--- config.mk ---
export PLATFORM = sky130hd
export DESIGN_NAME = vga_display_ctrl_flat
export DESIGN_NICKNAME = d
export VERILOG_FILES = /design/src/rtl/vga_pkg.sv /design/src/rtl/vga_display_ctrl_if.sv /design/src/rtl/vga_timing_gen.sv /design/src/rtl/vga_display_ctrl.sv /design/src/flat_wrapper.sv
export SDC_FILE = /design/constraint.sdc
export NUM_CORES = 1
export LEC_CHECK = 0
export BUFFER_PORTS_ARGS = -buffer_cell sky130_fd_sc_hd__buf_2
export CAP_MARGIN = 0
export CORE_ASPECT_RATIO = 1.4
export CORE_MARGIN = 3
export CORE_UTILIZATION = 55
export DETAILED_ROUTE_END_ITERATION = 6
export MAX_ROUTING_LAYER = met4
export PLACE_DENSITY = 0.81
export SYNTH_ARGS = -nofsm -noshare
export SYNTH_HDL_FRONTEND = slang
export SYNTH_HIERARCHICAL = 1
export SYNTH_SLANG_ARGS = --single-unit
--- constraint.sdc ---
create_clock -name sclk -period 6 [get_ports sclk]
set_input_delay 0.3 -clock sclk [delete_from_list [all_inputs] [get_ports sclk]]
set_output_delay 0.3 -clock sclk [all_outputs]
set_load 0.02 [all_outputs]
--- src/rtl/vga_pkg.sv ---
// vga_pkg: shared timing constants for 640x480@60, the colour-bar palette
// and the 24-bit pixel type used by the VGA display controller.
package vga_pkg;

    // Default 640x480@60 timing, in pixels (horizontal) and lines (vertical)
    localparam int VGA_H_SYNC  = 96;
    localparam int VGA_H_BACK  = 48;
    localparam int VGA_H_ACT   = 640;
    localparam int VGA_H_FRONT = 16;
    localparam int VGA_V_SYNC  = 2;
    localparam int VGA_V_BACK  = 33;
    localparam int VGA_V_ACT   = 480;
    localparam int VGA_V_FRONT = 10;

    // Counter width; 12 bits covers 800 columns and 525 lines with headroom
    localparam int CNT_W = 12;

    // Number of vertical colour bars in the test pattern
    localparam int BAR_COUNT = 8;

    // One pixel: {R[7:0], G[7:0], B[7:0]}
    typedef logic [23:0] pixel_t;

    // Colour bars, left to right
    typedef enum logic [2:0] {
        BAR_WHITE   = 3'd0,
        BAR_YELLOW  = 3'd1,
        BAR_CYAN    = 3'd2,
        BAR_GREEN   = 3'd3,
        BAR_MAGENTA = 3'd4,
        BAR_RED     = 3'd5,
        BAR_BLUE    = 3'd6,
        BAR_BLACK   = 3'd7
    } bar_e;

    localparam pixel_t COLOUR_WHITE   = 24'hFFFFFF;
    localparam pixel_t COLOUR_YELLOW  = 24'hFFFF00;
    localparam pixel_t COLOUR_CYAN    = 24'h00FFFF;
    localparam pixel_t COLOUR_GREEN   = 24'h00FF00;
    localparam pixel_t COLOUR_MAGENTA = 24'hFF00FF;
    localparam pixel_t COLOUR_RED     = 24'hFF0000;
    localparam pixel_t COLOUR_BLUE    = 24'h0000FF;
    localparam pixel_t COLOUR_BLACK   = 24'h000000;

    // Map a bar index to its full-scale colour
    function automatic pixel_t bar_colour(input bar_e bar);
        pixel_t colour;
        case (bar)
            BAR_WHITE:   colour = COLOUR_WHITE;
            BAR_YELLOW:  colour = COLOUR_YELLOW;
            BAR_CYAN:    colour = COLOUR_CYAN;
            BAR_GREEN:   colour = COLOUR_GREEN;
            BAR_MAGENTA: colour = COLOUR_MAGENTA;
            BAR_RED:     colour = COLOUR_RED;
            BAR_BLUE:    colour = COLOUR_BLUE;
            default:     colour = COLOUR_BLACK;
        endcase
        return colour;
    endfunction

endpackage

--- src/rtl/vga_display_ctrl_if.sv ---
// vga_display_ctrl_if: bundles the read-FIFO handshake and the VGA video
// outputs of the display controller. The master modport is the controller
// itself; the slave modport is the FIFO / monitor side.
interface vga_display_ctrl_if;
    import vga_pkg::*;

    logic   rfifo_rd_ready;
    pixel_t rfifo_rd_data;
    logic   rfifo_rd_en;
    logic   vga_hsync;
    logic   vga_vsync;
    logic   vga_de;
    pixel_t vga_rgb;
    logic   frame_start;

    modport master (
        input  rfifo_rd_ready,
        input  rfifo_rd_data,
        output rfifo_rd_en,
        output vga_hsync,
        output vga_vsync,
        output vga_de,
        output vga_rgb,
        output frame_start
    );

    modport slave (
        output rfifo_rd_ready,
        output rfifo_rd_data,
        input  rfifo_rd_en,
        input  vga_hsync,
        input  vga_vsync,
        input  vga_de,
        input  vga_rgb,
        input  frame_start
    );

endinterface

--- src/rtl/vga_timing_gen.sv ---
// vga_timing_gen: free-running horizontal/vertical counters and the
// combinational region decodes derived from them (sync, active, pre-active,
// first cycle of frame). Each line and frame runs sync, back porch, active,
// front porch starting at count 0.
// Build option: VGA_TEST_PATTERN_EN adds the colour-bar column decode.
module vga_timing_gen
    import vga_pkg::*;
#(
    parameter int H_SYNC  = VGA_H_SYNC,
    parameter int H_BACK  = VGA_H_BACK,
    parameter int H_ACT   = VGA_H_ACT,
    parameter int H_FRONT = VGA_H_FRONT,
    parameter int V_SYNC  = VGA_V_SYNC,
    parameter int V_BACK  = VGA_V_BACK,
    parameter int V_ACT   = VGA_V_ACT,
    parameter int V_FRONT = VGA_V_FRONT
) (
    input  logic sclk,
    input  logic s_rst_n,
    output logic hsync_n_o,
    output logic vsync_n_o,
    output logic active_o,
    output logic pre_active_o,
`ifdef VGA_TEST_PATTERN_EN
    output bar_e bar_o,
`endif
    output logic frame_first_o
);

    localparam int H_TOT = H_SYNC + H_BACK + H_ACT + H_FRONT;
    localparam int V_TOT = V_SYNC + V_BACK + V_ACT + V_FRONT;
    localparam int H_AS  = H_SYNC + H_BACK;
    localparam int V_AS  = V_SYNC + V_BACK;

    localparam logic [CNT_W-1:0] H_LAST      = CNT_W'(H_TOT - 1);
    localparam logic [CNT_W-1:0] V_LAST      = CNT_W'(V_TOT - 1);
    localparam logic [CNT_W-1:0] H_SYNC_END  = CNT_W'(H_SYNC);
    localparam logic [CNT_W-1:0] V_SYNC_END  = CNT_W'(V_SYNC);
    localparam logic [CNT_W-1:0] H_ACT_FIRST = CNT_W'(H_AS);
    localparam logic [CNT_W-1:0] H_ACT_END   = CNT_W'(H_AS + H_ACT);
    localparam logic [CNT_W-1:0] V_ACT_FIRST = CNT_W'(V_AS);
    localparam logic [CNT_W-1:0] V_ACT_END   = CNT_W'(V_AS + V_ACT);
    // The FIFO answers one cycle after a pop, so popping runs one column
    // ahead of the active window
    localparam logic [CNT_W-1:0] H_PRE_FIRST = CNT_W'(H_AS - 1);
    localparam logic [CNT_W-1:0] H_PRE_END   = CNT_W'(H_AS + H_ACT - 1);

    logic [CNT_W-1:0] h_cnt_q;
    logic [CNT_W-1:0] h_cnt_d;
    logic [CNT_W-1:0] v_cnt_q;
    logic [CNT_W-1:0] v_cnt_d;
    logic             h_active;
    logic             v_active;
    logic             h_pre;

    // Next counter values: h wraps every line, v advances on each h wrap
    always_comb begin
        h_cnt_d = h_cnt_q + 1'b1;
        v_cnt_d = v_cnt_q;
        if (h_cnt_q == H_LAST) begin
            h_cnt_d = '0;
            if (v_cnt_q == V_LAST) begin
                v_cnt_d = '0;
            end else begin
                v_cnt_d = v_cnt_q + 1'b1;
            end
        end
    end

    // Counter registers; reset parks both at the first cycle of a frame
    always_ff @(posedge sclk or negedge s_rst_n) begin
        if (!s_rst_n) begin
            h_cnt_q <= '0;
            v_cnt_q <= '0;
        end else begin
            h_cnt_q <= h_cnt_d;
            v_cnt_q <= v_cnt_d;
        end
    end

    assign h_active = (h_cnt_q >= H_ACT_FIRST) && (h_cnt_q < H_ACT_END);
    assign v_active = (v_cnt_q >= V_ACT_FIRST) && (v_cnt_q < V_ACT_END);
    assign h_pre    = (h_cnt_q >= H_PRE_FIRST) && (h_cnt_q < H_PRE_END);

    assign hsync_n_o     = (h_cnt_q >= H_SYNC_END);
    assign vsync_n_o     = (v_cnt_q >= V_SYNC_END);
    assign active_o      = h_active && v_active;
    assign pre_active_o  = h_pre && v_active;
    assign frame_first_o = (h_cnt_q == '0) && (v_cnt_q == '0);

`ifdef VGA_TEST_PATTERN_EN
    localparam int BAR_W = H_ACT / BAR_COUNT;

    // Which colour bar the current column falls in (only meaningful while active)
    always_comb begin
        bar_o = BAR_WHITE;
        for (int i = 1; i < BAR_COUNT; i++) begin
            if (h_cnt_q >= CNT_W'(H_AS + i * BAR_W)) begin
                bar_o = bar_e'(3'(i));
            end
        end
    end
`endif

endmodule

--- src/rtl/vga_display_ctrl.sv ---
// vga_display_ctrl: drives a VGA monitor from an SDRAM read FIFO. A frame is
// streamed only if the FIFO reported ready at the first cycle of that frame;
// the decision is then held for the whole frame. All video outputs are
// registered one cycle behind the counters.
// Build option: VGA_TEST_PATTERN_EN shows colour bars in frames without data.
module vga_display_ctrl
    import vga_pkg::*;
#(
    parameter int H_SYNC  = VGA_H_SYNC,
    parameter int H_BACK  = VGA_H_BACK,
    parameter int H_ACT   = VGA_H_ACT,
    parameter int H_FRONT = VGA_H_FRONT,
    parameter int V_SYNC  = VGA_V_SYNC,
    parameter int V_BACK  = VGA_V_BACK,
    parameter int V_ACT   = VGA_V_ACT,
    parameter int V_FRONT = VGA_V_FRONT
) (
    input logic                sclk,
    input logic                s_rst_n,
    vga_display_ctrl_if.master vga_bus
);

    logic   hsync_n;
    logic   vsync_n;
    logic   active;
    logic   pre_active;
    logic   frame_first;
    logic   run_q;
    logic   run_d;
    logic   hsync_q;
    logic   vsync_q;
    logic   de_q;
    logic   frame_start_q;
    pixel_t rgb_q;
    pixel_t rgb_d;
`ifdef VGA_TEST_PATTERN_EN
    bar_e   bar;
`endif

    vga_timing_gen #(
        .H_SYNC  (H_SYNC),
        .H_BACK  (H_BACK),
        .H_ACT   (H_ACT),
        .H_FRONT (H_FRONT),
        .V_SYNC  (V_SYNC),
        .V_BACK  (V_BACK),
        .V_ACT   (V_ACT),
        .V_FRONT (V_FRONT)
    ) u_timing (
        .sclk          (sclk),
        .s_rst_n       (s_rst_n),
        .hsync_n_o     (hsync_n),
        .vsync_n_o     (vsync_n),
        .active_o      (active),
        .pre_active_o  (pre_active),
`ifdef VGA_TEST_PATTERN_EN
        .bar_o         (bar),
`endif
        .frame_first_o (frame_first)
    );

    // Latch the FIFO's readiness once per frame, at its very first cycle
    assign run_d = frame_first ? vga_bus.rfifo_rd_ready : run_q;

    // Pop one word per active pixel, one column early to cover FIFO latency
    assign vga_bus.rfifo_rd_en = run_q && pre_active;

    // Pixel source: FIFO data while streaming, pattern or black otherwise
    always_comb begin
        rgb_d = '0;
        if (active) begin
            if (run_q) begin
                rgb_d = vga_bus.rfifo_rd_data;
            end
`ifdef VGA_TEST_PATTERN_EN
            else begin
                rgb_d = bar_colour(bar);
            end
`endif
        end
    end

    // Run flag and video output registers, all cleared to idle-monitor levels on reset
    always_ff @(posedge sclk or negedge s_rst_n) begin
        if (!s_rst_n) begin
            run_q         <= 1'b0;
            hsync_q       <= 1'b1;
            vsync_q       <= 1'b1;
            de_q          <= 1'b0;
            frame_start_q <= 1'b0;
            rgb_q         <= '0;
        end else begin
            run_q         <= run_d;
            hsync_q       <= hsync_n;
            vsync_q       <= vsync_n;
            de_q          <= active;
            frame_start_q <= frame_first;
            rgb_q         <= rgb_d;
        end
    end

    assign vga_bus.vga_hsync   = hsync_q;
    assign vga_bus.vga_vsync   = vsync_q;
    assign vga_bus.vga_de      = de_q;
    assign vga_bus.vga_rgb     = rgb_q;
    assign vga_bus.frame_start = frame_start_q;

endmodule

--- src/flat_wrapper.sv ---
// flat-port wrapper written by rule: the top's interface ports become plain ports
module vga_display_ctrl_flat import vga_pkg::*;
#(
    parameter int H_SYNC  = VGA_H_SYNC,
    parameter int H_BACK  = VGA_H_BACK,
    parameter int H_ACT   = VGA_H_ACT,
    parameter int H_FRONT = VGA_H_FRONT,
    parameter int V_SYNC  = VGA_V_SYNC,
    parameter int V_BACK  = VGA_V_BACK,
    parameter int V_ACT   = VGA_V_ACT,
    parameter int V_FRONT = VGA_V_FRONT
)
  (sclk, s_rst_n, vga_bus_rfifo_rd_ready, vga_bus_rfifo_rd_data, vga_bus_rfifo_rd_en, vga_bus_vga_hsync, vga_bus_vga_vsync, vga_bus_vga_de, vga_bus_vga_rgb, vga_bus_frame_start);
  vga_display_ctrl_if vga_bus_i ();
  input logic sclk;
  input logic s_rst_n;
  input wire logic [$bits(vga_bus_i.rfifo_rd_ready)-1:0] vga_bus_rfifo_rd_ready;
  input wire logic [$bits(vga_bus_i.rfifo_rd_data)-1:0] vga_bus_rfifo_rd_data;
  output wire logic [$bits(vga_bus_i.rfifo_rd_en)-1:0] vga_bus_rfifo_rd_en;
  output wire logic [$bits(vga_bus_i.vga_hsync)-1:0] vga_bus_vga_hsync;
  output wire logic [$bits(vga_bus_i.vga_vsync)-1:0] vga_bus_vga_vsync;
  output wire logic [$bits(vga_bus_i.vga_de)-1:0] vga_bus_vga_de;
  output wire logic [$bits(vga_bus_i.vga_rgb)-1:0] vga_bus_vga_rgb;
  output wire logic [$bits(vga_bus_i.frame_start)-1:0] vga_bus_frame_start;
  assign vga_bus_i.rfifo_rd_ready = vga_bus_rfifo_rd_ready;
  assign vga_bus_i.rfifo_rd_data = vga_bus_rfifo_rd_data;
  assign vga_bus_rfifo_rd_en = vga_bus_i.rfifo_rd_en;
  assign vga_bus_vga_hsync = vga_bus_i.vga_hsync;
  assign vga_bus_vga_vsync = vga_bus_i.vga_vsync;
  assign vga_bus_vga_de = vga_bus_i.vga_de;
  assign vga_bus_vga_rgb = vga_bus_i.vga_rgb;
  assign vga_bus_frame_start = vga_bus_i.frame_start;
  vga_display_ctrl #(.H_SYNC(H_SYNC), .H_BACK(H_BACK), .H_ACT(H_ACT), .H_FRONT(H_FRONT), .V_SYNC(V_SYNC), .V_BACK(V_BACK), .V_ACT(V_ACT), .V_FRONT(V_FRONT)) u_core (.sclk(sclk), .s_rst_n(s_rst_n), .vga_bus(vga_bus_i));
endmodule
==> results.md, run 1 <==
- Outcome: finished, final reports clean
- Vias in the first global route: 1684
- Initial antenna violation count: 0
- Critical path class: reg2out
- Core Region: between 4000 and 5000 um^2
- Slowest stage cell on the critical path: nor4_1
- Inserted Diodes: 0
- Post-synth EDFFs: 0
- Sw Share: 20.0%
- Total number of vias: 1894
- Grt total ovfl: 0
- WL/cell: 14.9 um
- Skew-Pair Late Insertion Delay: 300 ps
- Cells after synthesis: ~230
- Final Cycle Share: 41.4%
- Net count, final: 312
- Num CTS Buffers: 5
- CTS sink count: between 50 and 60
- Root Driver: clkbuf_8
- Post-Route WL: 4840 um
- Row count: 27
- CTS tree: done
- Sequential share of power: 58.7%
- Die Wd: between 60 and 70 um
- Pins Over Slew Limit: 0
- Remaining DRCs: 0
- Worst Setup Start Kind: flip-flop
- CP required: around 5700 ps
- Post-CTS sizing: 0
- First-pass GRT wire length: about 7700 um
- Clock power frac: around two fifths
- Post-synthesis cell area: 2370 um^2
- Initial Utilization: 58.5%
- RSZ-0062 raised after global routing: no
- First DRT Iteration DRCs: 89
- CTS HTree Levels: 2
- CP Depth: 6
- Crit path arrival time: 2180 ps
- Critical path's largest stage delay: 610 ps
- Die height: 83.7 um
- Worst setup EP type: output port
- Seq/Total Area, Yosys: 56.0%
- Share of cells above drive strength 1: 27.4%
- Post-synth top flop: dfrtp_1
- Worst-Margin Slew: 1110 ps
- Final ANT Viol Nets: 0
- Hold Crit Class: in2async
- Max_slew headroom: 25.4%
- Peak supply drop: 160 uV
- Setup slack after layout: 3520 ps
- Pwr Total: 611 uW
- Largest net degree at the start of global routing: 54
- Final Util: 68.6%
- Post-CTS setup buffers: 0
- Setup TNS: 0 ps
- Yosys cell types: 34
- Clock-pin transition on the worst setup and hold timing paths: about 90 ps
- Layout area overhead: 17.1%
- Crit path time final: 2480 ps
- Combinational share of power: 2.5%
- Number of buffers inserted by hold repair at cts: 0
- Io pins: 56
- Critical path buffers and inverters: 1
- Critical-path cell list: nor4_1, a21oi_1, nand4b_1, a21oi_1, and2_1, buf_2
- Max cap viols: 0
- Clock Tree Buf Depth: 2
- NetSw: 122 uW
- DIE AREA: 5150 um^2
- GPL Wtd Cong: 0.820
- Pleak: 0.00149 uW
- Power density over cell area: 220 nW/um^2
- Critical path fanouts, max: 6
- Via density: 5.85
- Yosys reg bits: 53
- Port Buffers: 55
- Final hold viol count: 0
- Int Power: 489 uW
- Avg Cell Area, Syn: between 10 and 15 um^2
- Detailed Routing Iterations Pass 1: 4
- Skew final: 6.13 ps
- Tot GR Track Use: between 10% and 20%
- Synth warn: 6
- Asr flop ratio synth: 100%
- Max Clock Freq: 402 MHz
- Worst reg2reg path depth: 5
- Worst Hold Margin: 94.0 ps
- Top Family by Delay on Critical Path: simple AND/OR/NAND/NOR gates
- Post-DP HPWL: 3290 um
- Final setup viols: 0
- Pre-CTS setup slack: 3840 ps
- Post-Syn Nets: 260
- Most used cell, CP: a21oi_1
## layout make-up
cell class	count	area (um^2)
multi-input cells	155	962
clock inverters	2	38.8
well taps	43	53.8
repair buffers	58	298
inverters	7	26.3
flip-flops and latches	53	1330
fillers	302	1270
clock buffers	6	72.6
## cell usage after synthesis, drive strengths merged, types with 2 or more instances
master | instances | share of area, %
a31oi | 3 | 0.79
nand4 | 7 | 1.8
nand3 | 18 | 3.8
a21oi | 13 | 2.7
o21ai | 7 | 1.5
nor3 | 8 | 1.7
and3 | 28 | 7.6
mux2i | 5 | 2.1
or3 | 9 | 2.6
and2 | 3 | 0.79
inv | 7 | 1.1
buf | 5 | 1.0
ha | 5 | 2.6
clkbuf | 8 | 1.4
or2 | 2 | 0.53
nor4 | 7 | 1.8
nand2 | 14 | 2.2
dfrtp | 51 | 54
nor2 | 9 | 1.4
xnor2 | 4 | 1.5
xor2 | 6 | 2.2
dfstp | 2 | 2.2
## state kept, by name (all words and copies together) (netlist names)
signal                      count
u_core/vga_bus.vga_rgb         24
u_core/vga_bus.frame_start      1
u_core/vga_bus.vga_vsync        1
u_core/run_q                    1
u_core/u_timing/h_cnt_q        12
u_core/vga_bus.vga_de           1
u_core/vga_bus.vga_hsync        1
u_core/u_timing/v_cnt_q        12
## logic make-up after synthesis
group / after synthesis / synth area share [%]
compound gates: 24 / 5.38
mux: 6 / 2.58
simple gates: 110 / 26.3
fa+ha+maj: 5 / 2.64
xor+xnor: 10 / 3.69
buf+inv: 20 / 3.48
flops: 53 / 56.0
## layer usage
layer / GRT usage, % / share of wire, %
met5: - / 0
met4: 5.60 / 0.83
met3: 4.80 / 10
met2: 30.3 / 49
met1: 25.0 / 40
## final timing paths
kind / slack, ps / startpoint / end
worst max-delay path: 3520 / u_core/u_timing/v_cnt_q[5] / vga_bus_rfifo_rd_en
worst min-delay path: 90 / s_rst_n / u_core/vga_bus.vga_rgb[21]
worst max register to register: 3700 / u_core/u_timing/h_cnt_q[0] / u_core/u_timing/v_cnt_q[6]
worst min register to register: 490 / u_core/u_timing/h_cnt_q[11] / u_core/u_timing/h_cnt_q[11]
max in group asynchronous: 5470 / s_rst_n / u_core/u_timing/h_cnt_q[5]
min in group sclk: 240 / vga_bus_rfifo_rd_ready / u_core/run_q
## power by group through the flow
stage	registers (uW)	logic (uW)	clock network, uW
floorplan	365	1.67	0
global placement	366	16.0	0
detailed placement	366	15.7	0
CTS	359	15.8	245
global route	359	17.2	261
finish	359	15.2	237
## worst reg2reg max path, stage by stage, from the launching register on
cell and delay (ps):
dfrtp_1 430, ha_1 300, nand4_1 240, nor4_1 900
nand3_1 180, mux2i_1 190
## placed cells by master, fill, tap and decap left out, types with 2 or more instances in the layout
| cell type | netlist | final |
|---|---|---|
| and3_2 | 5 | 5 |
| nand2_1 | 14 | 14 |
| o21ai_0 | 6 | 6 |
| a21oi_1 | 13 | 13 |
| clkbuf_8 | 0 | 5 |
| and3_1 | 23 | 23 |
| or2_2 | 2 | 2 |
| nor3_1 | 8 | 8 |
| and2_1 | 3 | 3 |
| nor2_1 | 9 | 9 |
| nor4_1 | 7 | 7 |
| xnor2_1 | 4 | 4 |
| buf_4 | 0 | 3 |
| buf_2 | 4 | 55 |
| inv_1 | 7 | 7 |
| nand3_1 | 18 | 18 |
| nand4_1 | 7 | 7 |
| dfrtp_1 | 51 | 51 |
| dfstp_2 | 2 | 2 |
| ha_1 | 5 | 5 |
| or3_1 | 8 | 8 |
| xor2_1 | 6 | 6 |
| mux2i_1 | 5 | 5 |
| a31oi_1 | 3 | 3 |
## per-stage QoR
| step | std cells | cell area, um^2 |
|---|---|---|
| finish | 324 | 2780 |
| global route | 324 | 2780 |
| CTS | 324 | 2780 |
| detailed placement | 316 | 2670 |
| global placement | 316 | 2670 |
| floorplan | 228 | 2370 |
Note: power is estimated with default switching activity, not from simulation.
==> run 2, diff against run 1 <==
Settings changed: CORE_UTILIZATION 55 to 48, PLACE_DENSITY 0.81 to 0.75.
Clock period 6 ns to 2.1 ns, I/O delays scaled along.
==> results.md, run 2 (synthesis results as in run 1) <==
- Outcome: finished, final reports clean
- Worst-Margin Slew: 626 ps
- Clock Tree Buf Depth: 2
- Tot GR Track Use: 17.6%
- WL/cell: approximately 13 um
- Layout area overhead: 22.0%
- Max reg flops: 24
- Worst Setup Start Kind: flip-flop
- Sequential share of power: 62.5%
- Hold depth: 2
- Die height: ~89 um
- Finished Layout Cells: 352
- Power density over cell area: 566 nW/um^2
- Max Clock Freq: 501 MHz
- CP required: 2000 ps
- Clock-pin transition on the worst setup and hold timing paths: roughly 90 ps
- Crit path arrival time: 1890 ps
- Worst reg2reg path depth: 4
- Initial antenna violation count: 0
- First-pass GRT wire length: 7690 um
- Initial Utilization: 51.1%
- NetSw: 358 uW
- Hold Crit Start: vga_bus_rfifo_rd_ready
- Post-DP HPWL: 3410 um
- Share of cells above drive strength 1: 32.1%
- Peak supply drop: 362 uV
- Pleak: 0.00152 uW
- Net count, final: 321
- Die Wd: 65.4 um
- Root Driver: clkbuf_8
- CTS HTree Levels: 2
- Crit path time final: 1990 ps
- Final ANT Viol Nets: 0
- Num CTS Buffers: 5
- Remaining DRCs: 0
- R2r startpoint: u_core/u_timing/h_cnt_q[5]
- CTS tree: done
- Detailed Routing Iterations Pass 1: 4
- Max_slew headroom: roughly three fifths
- Pins Over Slew Limit: 0
- Io pins: 56
- Final hold viol count: 0
- Commonest non-fill, non-tap cells in the layout: buf_2, dfrtp_1, and3_1
- Vias in the first global route: between 1500 and 2000
- DP Area: around 2700 um^2
- Slowest stage cell on the critical path: dfrtp_1
- Via density: 5.33
- Placed instance count: around 340
- Critical path fanouts, max: 6
- Port Buffers: 55
- Worst Hold Path EP: u_core/run_q
- Total number of vias: ~1900
- Skew-Pair Late Insertion Delay: 300 ps
- Hold Crit Class: in2reg
- Row count: 29
- Max cap viols: 0
- Final Instance Area: 2900 um^2
- First DRT Iteration DRCs: roughly 170
- Reg2reg end: u_core/u_timing/v_cnt_q[8]
- Combinational share of power: 2.7%
- Largest net degree at the start of global routing: 54
- Filler Cells Inserted: approximately 390
- Final Cycle Share: about 95%
- RSZ-0062 raised after global routing: yes
- R2R Setup Slk: between 100 and 150 ps
- Final setup viols: 0
- CTS sink count: 53
- DIE AREA: 5840 um^2
- Core Region: 4640 um^2
- GPL Wtd Cong: about 0.85
- Inserted Diodes: 0
- Critical-path cell list: ha_4, or3_1, a21oi_1, nand4b_1, a21oi_2, and2_4, buf_6
- Most common library cell in the layout ignoring fill and taps: buf_2
- Post-Route WL: 4650 um
- Clock power frac: 34.7%
- Grt total ovfl: 0
- Int Power: about 1300 uW
- Sw Share: 21.9%
- Critical path's largest stage delay: 420 ps
- Skew final: 3.87 ps
- Worst setup EP type: output port
- Critical path class: reg2out
==> run 2: critical path, delay by kind of cell, from the launching register on <==
kind                       cells  cell delay, ps
and+or+nand+nor                3             590
adders and majority gates      1             190
DFF                            1             420
buffers and inverters          1             110
AOI/OAI and AO/OA              2             270
==> run 2: area by class of cell <==
type                    instances  area, um^2  area share (%)
well taps                      62        77.6            2.68
repair buffers                 67         374            12.9
inverters                       7        26.3           0.907
flip-flops and latches         53        1330            45.9
clock inverters                 3        25.0           0.864
multi-input cells             155         995            34.3
clock buffers                   5        68.8            2.38
==> run 2: what timing repair did <==
item	in CTS	in global routing
hold endpoints to repair	51	0
resized for setup	1	10
pin swaps	0	2
buffers inserted	1	0
endpoints found under the setup margin	1	2
hold buffers	1	0
==> run 2: how the worst max path moves through the flow <==
stage	startpoint	cells after the start	slack, ps	endpoint
final	u_core/u_timing/v_cnt_q[0]	7	110	vga_bus_rfifo_rd_en
after global routing	u_core/u_timing/v_cnt_q[0]	7	-2	u_core/run_q
after CTS	u_core/u_timing/v_cnt_q[0]	7	20	vga_bus_rfifo_rd_en
after detailed placement	u_core/u_timing/v_cnt_q[0]	7	160	u_core/vga_bus.vga_rgb[21]
after global placement	u_core/u_timing/h_cnt_q[1]	6	140	u_core/u_timing/v_cnt_q[3]
after floorplan	u_core/u_timing/v_cnt_q[4]	7	130	u_core/vga_bus.vga_rgb[1]
==> run 2: power by group through the flow <==
stage,combinational (uW),sequential (uW),clock [uW]
global route,52.9,1030,638
detailed placement,45.6,1050,0
CTS,47.2,1030,604
finish,45.0,1030,569
floorplan,4.78,1040,0
global placement,45.3,1050,0
==> run 2: metal layers <==
metal | up-vias | GRT usage, % | wire length (um) | part of all wire (%)
met3 | 7 | 3.02 | 298 | 6.4
met5 | - | - | 0 | 0
li1 | 931 | - | - | -
met1 | 873 | 20.9 | 1960 | 42
met2 | 66 | 29.6 | 2310 | 50
met4 | 0 | 7.36 | 82 | 1.8
==> run 2: per-stage QoR <==
stage | total power, uW | setup WS [ps] | utilization, % | hold WS (ps) | TNS [ps]
global placement | 1090 | 135 | 59.1 | 251 | 0
detailed placement | 1090 | 165 | 59.1 | 253 | 0
finish | 1640 | 106 | 62.4 | 26.9 | 0
floorplan | 1050 | 133 | - | -191 | 0
global route | 1720 | -1.73 | 62.4 | 13.0 | -1.73
CTS | 1680 | 15.0 | 61.6 | 14.1 | 0
